File: src/rtl/pc_branch_unit.sv
// PC register and next-PC generator (jr > jump > branch > pc+4); optional RAS checker under PC_BRANCH_RAS_EN.
// One-cycle PC update latency; en=0 stalls pc, instr_count, fault and the RAS.
module pc_branch_unit #(
   parameter int               WIDTH     = 32,
   parameter int               IMM_W     = 16,
   parameter logic [WIDTH-1:0] RESET_PC  = '0,
   parameter int               RAS_DEPTH = 4
) (
   input  logic             clk,
   input  logic             reset,
   input  logic             en,
   input  logic             branch,
   input  logic [IMM_W-1:0] imm,
   input  logic             jump,
   input  logic             link,
   input  logic [25:0]      jump_index,
   input  logic             jr,
   input  logic [WIDTH-1:0] jr_target,
   output logic [WIDTH-1:0] pc,
   output logic [WIDTH-1:0] pc_plus4,
   output logic [WIDTH-1:0] branch_target,
   output logic [WIDTH-1:0] instr_count,
   output logic             fault,
   output logic             ras_empty,
   output logic             ras_mispredict
);

   logic [WIDTH-1:0] imm_ext;
   logic [WIDTH-1:0] jump_target;
   logic [WIDTH-1:0] next_target;
   logic             misaligned;

   assign pc_plus4      = pc + WIDTH'(4);
   assign imm_ext       = {{(WIDTH-IMM_W){imm[IMM_W-1]}}, imm};
   assign branch_target = pc_plus4 + (imm_ext << 2);
   assign jump_target   = {pc_plus4[WIDTH-1:28], jump_index, 2'b00};

   always_comb begin
      next_target = pc_plus4;
      if (jr)
         next_target = jr_target;
      else if (jump)
         next_target = jump_target;
      else if (branch)
         next_target = branch_target;
   end

   // Only jr_target can carry low bits; the PC is forced word-aligned anyway.
   assign misaligned = (next_target[1:0] != 2'b00);

   always_ff @(posedge clk or posedge reset) begin
      if (reset) begin
         pc          <= RESET_PC;
         instr_count <= '0;
         fault       <= 1'b0;
      end else if (en) begin
         pc          <= {next_target[WIDTH-1:2], 2'b00};
         instr_count <= instr_count + WIDTH'(1);
         fault       <= fault | misaligned;
      end
   end

`ifdef PC_BRANCH_RAS_EN
   localparam int PTR_W = $clog2(RAS_DEPTH);

   logic [WIDTH-1:0] ras_mem [RAS_DEPTH];
   logic [PTR_W-1:0] ras_wr_ptr;
   logic [PTR_W-1:0] ras_top_ptr;
   logic [PTR_W:0]   ras_cnt;
   logic             ras_push;
   logic             ras_pop;

   assign ras_push    = en & jump & link & ~jr;
   assign ras_pop     = en & jr & ~ras_empty;
   assign ras_top_ptr = ras_wr_ptr - PTR_W'(1);
   assign ras_empty   = (ras_cnt == '0);
   assign ras_mispredict = jr & ~ras_empty & (ras_mem[ras_top_ptr] != jr_target);

   // When full, the write slot is the oldest entry, so a push overwrites it.
   always_ff @(posedge clk) begin
      if (ras_push)
         ras_mem[ras_wr_ptr] <= pc_plus4;
   end

   always_ff @(posedge clk or posedge reset) begin
      if (reset) begin
         ras_wr_ptr <= '0;
         ras_cnt    <= '0;
      end else if (ras_push) begin
         ras_wr_ptr <= ras_wr_ptr + PTR_W'(1);
         if (ras_cnt != (PTR_W+1)'(RAS_DEPTH))
            ras_cnt <= ras_cnt + (PTR_W+1)'(1);
      end else if (ras_pop) begin
         ras_wr_ptr <= ras_top_ptr;
         ras_cnt    <= ras_cnt - (PTR_W+1)'(1);
      end
   end
`else
   logic ras_unused;
   assign ras_unused     = link ^ (RAS_DEPTH > 0);
   assign ras_empty      = 1'b1;
   assign ras_mispredict = 1'b0;
`endif

endmodule

File: config.mk
export PLATFORM = sky130hd
export DESIGN_NAME = pc_branch_unit
export DESIGN_NICKNAME = d
export VERILOG_FILES = /design/src/rtl/pc_branch_unit.sv
export SDC_FILE = /design/constraint.sdc
export NUM_CORES = 1
export LEC_CHECK = 0
export CAP_MARGIN = 20
export CORE_AREA = 8 8 136 138
export DETAILED_ROUTE_END_ITERATION = 7
export DIE_AREA = 0 0 144 146
export SLEW_MARGIN = 5
export SYNTH_ARGS = -nofsm -noshare
export SYNTH_HDL_FRONTEND = slang
export SYNTH_SLANG_ARGS = --single-unit
File: constraint.sdc
create_clock -name clk -period 6 [get_ports clk]
set_input_delay 1.5 -clock clk [delete_from_list [all_inputs] [get_ports clk]]
set_output_delay 1.5 -clock clk [all_outputs]
set_load 0.005 [all_outputs]
## Yosys cells after proc, flatten, opt, wreduce, memory -nomap -nowiden

Cells that the tools add are included.

| storage, ports and cells | value |
|---|---|
| register bits | 63 |
| word-level logic and storage cells | 11 |
| output and inout bits | 131 |
| bits of input ports | 81 |

| cells by class | value |
|---|---|
| reduce and logical (&&, ||, !) cells | 1 |
| add/sub/neg operators | 3 |
| mux-type cells | 3 |
| bitwise logic cells | 1 |

Operator list:

| cell | count |
|---|---|
| two-way mux 32 bit | 3 |
| adder 32 x 1 -> 32 bit (second input constant) | 1 |
| adder 32 x 3 -> 32 bit (second input constant) | 1 |
| adder 32 bit | 1 |
| nonzero test 2 bit | 1 |
| OR 1 bit | 1 |

## Logic depth before layout (Yosys ltp)

| depth | value |
|---|---|
| depth after elaboration | 7 |
| depth in mapped cells | 15 |
| depth with buffers taken out | 14 |

## Worst setup path after synthesis

No wires, ideal clock.

| timing | value |
|---|---|
| kind | input to output |
| start point | input imm[0] |
| end point | output branch_target[30] |
| setup slack | 0.854 ns |
| buffers on the path | 0 |
| data required time | 4.500 ns |
| arrival | 3.646 ns |
| cell stages on the path | 10 |
| path through | ha_1 -> fa_1 -> a211oi_1 -> o21ai_1 -> nand3_2 -> a31oi_4 -> o41ai_4 -> nor4_4 -> and2b_1 -> xnor2_1 |

| between the ends | value |
|---|---|
| longest elaborated chain between the ends | 1 |

RTL lines:

| item | line | RTL |
|---|---|---|
| from (decl) | 13 | `input logic [IMM_W-1:0] imm,` |
| adder 32 bit | 35 | `assign branch_target = pc_plus4 + (imm_ext << 2);` |
| to (decl) | 21 | `output logic [WIDTH-1:0] branch_target,` |

Every way passes these cells.

## Worst setup path in the final report

| timing | value |
|---|---|
| start point | input imm[1] |
| end point | output branch_target[29] |

The elaborated chain is that of the path after synthesis.

==> results.md <==
* Outcome: completed
* Slew Viols, Final at 0
* Routed WL per cell at roughly 20 um
* Vias in the first global route at approximately 5.9k
* Synth top area share at 28.3%
* Share of cells above drive strength 1 at between 10% and 20%
* Clock Latency Late Sink at 340 ps
* Mux cell area share after synthesis at 3.84%
* CTS Hold Bufs at 0
* Antenna Violating Nets Remaining at 0
* Row cnt at 47
* Largest family of logic cells by synthesized area: compound AO/OA/AOI/OAI gates
* Final Hold Viols at 0
* DIE WIDTH at between 100 and 150 um
* CP Max Fanout at 4
* Sequential area share after synthesis at between 20 and 30%
* Synth cell types at 67
* Fin area at 8580 um2
* HPWL Detailed at 17800 um
* DRC viols at 0
* Drt first pass iters at 4
* Setup Viol. Count Final at 0
* Port Buf Inserts at between 200 and 250
* Compound-Gate Fraction of Synth Area at 21.8%
* Leakage at 0.00372 uW
* Placed Area at approximately 8100 um2
* Crit start category: input pin
* Synthesized cell area at 5570 um2
* Rel. slew slack at 53.3%
* Clock Skews at 5.93 ps
* Die ar. at 21000 um2
* Total CTS buffers at 9
* RSZ-0062 raised after global routing: true
* Post-Synth XOR/XNOR Area at 13.5%
* First-pass GRT wire length at 34200 um
* Endpoint type of the worst setup path: primary output
* I/O Pins at ~210
* Routed WL at 22200 um
* Number of flops mapped to enable cells by yosys at 0
* Core Region at 16300 um2
* Initial Utilization at 34.2%
* R2R Setup Slk at 2020 ps
* Largest net degree at the start of global routing at 35
* Final Critical Period at just under 6000 ps
* CTS tree: built
* Routed vias at 5832
* Top post-synthesis cells by area: dfrtp_1, xnor2_1, ha_1
* Critical path class: in2out
* Placed Instances at roughly 1.1k
* Commonest cells in the netlist: dfrtp_1, nand2_1, nor2_1
* Power Density at 270 nW/um2
* Total GRT Usage at a little over a fifth
* CTS sink count at 63
* Async set-reset flop share out of synthesis at 100%
* Reg2reg end: pc[29]$_DFFE_PP0P_
* Worst Path Arrival at 4460 ps
* Post-Layout Cell Count at between 1k and 1.5k
* Hold path depth at 1
* Top-count cell post-synth: dfrtp_1
* Period utilisation layout at 99.3%
* Die Height at 146 um
* Vias/cell at 5.21
* Seq cells post-synth at 63
* Reg2Reg Launch Point: pc[6]$_DFFE_PP0P_
* Max clock buf depth at 2
* Top FF cell, synth: dfrtp_1
* Clock root buffer: clkbuf_16
* # H-tree levels at 3
* Synth Warn # at 0
* VDD IR max at 0.214 mV
* Post-synthesis area per instance at roughly 8.6 um2
* Worst hold path type: reg2reg
* Max Clk Rate at approximately 170 MHz
* Initial antenna violation count at 2
* Post-Synth Adder-Cell Area at 8.89%
* Grt ovf at 0
* CTS clk-pin slew, worst paths at 60 ps
* Cells after Synth at 645
* Worst-margin pin slew at 700 ps
* Hold EP: instr_count[31]$_DFFE_PP0P_
* Max_cap viols at 0
* Synth area leader: dfrtp_1
* Hold wc startpoint: instr_count[31]$_DFFE_PP0P_
* Area growth syn-to-layout at 54.1%
* Post-Synth Simple-Gate Area at 19.5%
* CP required at between 4000 and 5000 ps
* 1st-iter DRT viols at 300
* Final #Nets at approximately 1.0k
* Routability cong. at 0.897
* Worst reg2reg path depth at 17
final cells by class:
type,count,area (um2)
tap,220,275
antenna,1,2.50
fill,1539,7700
timing repair buffer,261,2500
sequential,63,1580
multi-input combinational,539,3860
clock buffer,9,225
inverter,20,75.1
clock inverter,7,77.6
cells in the final DEF, fill, tap and decap left out, types with 4 or more instances in the layout:
master | Yosys | final
nand3_1 | 18 | 18
o21bai_1 | 8 | 8
o21ai_1 | 5 | 5
a31oi_1 | 4 | 4
nand4_1 | 19 | 19
inv_1 | 20 | 19
o21ai_0 | 30 | 29
buf_4 | 9 | 57
dlygate4sd2_1 | 0 | 5
a21o_1 | 17 | 17
xnor2_1 | 57 | 55
o31ai_1 | 5 | 4
clkbuf_16 | 0 | 9
o22ai_1 | 10 | 10
nor2b_1 | 4 | 4
nor3_1 | 11 | 10
inv_6 | 0 | 4
a21oi_1 | 36 | 36
xor2_1 | 26 | 26
nor2_1 | 59 | 58
a221o_1 | 7 | 7
dfrtp_1 | 63 | 63
o21a_1 | 4 | 4
conb_1 | 2 | 8
and2_1 | 6 | 6
clkdlybuf4s50_1 | 0 | 191
dlymetal6s2s_1 | 0 | 4
and3_1 | 11 | 11
and4_1 | 8 | 7
nand2_1 | 61 | 61
or3_1 | 5 | 5
mux2i_1 | 18 | 18
a221oi_1 | 11 | 10
ha_1 | 38 | 36
layer usage:
metal	wire [um]	global-route usage (%)
met5	13	0
met4	363	6.31
met3	1300	4.56
met2	11200	36.2
met1	9320	25.0
how the worst max path moves through the flow:
stage / start / to / slack (ps) / depth (start not counted)
floorplan: imm[0] / branch_target[30] / 850 / 10
detailed placement: imm[0] / branch_target[30] / -270 / 13
global route: imm[1] / branch_target[29] / -70 / 12
global placement: imm[0] / branch_target[30] / -220 / 13
CTS: imm[0] / branch_target[22] / 2 / 11
finish: imm[1] / branch_target[29] / 40 / 12
registers in the layout, summed over array words and instances, names as in the netlist:
name	flops
fault	1
instr_count	32
pc	30
cells by family (layout without fill, tap and decap cells):
logic type / Yosys count / in the layout
AOI/OAI and AO/OA: 170 / 170
xor gates and xnor gates: 84 / 84
adders and majority gates: 39 / 39
buffers and inverters: 49 / 297
DFF: 63 / 63
muxes: 21 / 21
other: 2 / 9
and+or+nand+nor: 217 / 217
power by group:
group	total, uW	switching (uW)	internal [uW]
registers	553	75.3	478
logic	1220	550	665
clock network	547	220	327
timing repair:
item / in CTS / in global routing
resized for setup: 13 / 13
endpoints found under the setup margin: 12 / 9
buffers inserted: 5 / 7
pin swaps: 8 / 7
through the flow:
| stage | utilization [%] | power [uW] | TNS (ps) | hold slack [ps] | setup WS, ps |
|---|---|---|---|---|---|
| after floorplan | - | 1100 | 0 | 465 | 854 |
| after global placement | 49.7 | 1740 | -1010 | 460 | -217 |
| after detailed placement | 49.7 | 1750 | -1260 | 469 | -274 |
| after CTS | 51.9 | 2320 | 0 | 477 | 2.25 |
| after global routing | 52.7 | 2450 | -73.1 | 497 | -73.1 |
| final | 52.7 | 2310 | 0 | 484 | 40.7 |
worst max-delay path: stages:
cell and delay, ps:
clkdlybuf4s50_1 440, buf_4 150, ha_1 280, a21o_1 180, a21o_1 220, a211oi_4 260
o221ai_4 170, a211oi_2 210, buf_4 170, o41ai_2 90, xor2_1 240, clkdlybuf4s50_1 540
Note: power is estimated with default switching activity, not from simulation.
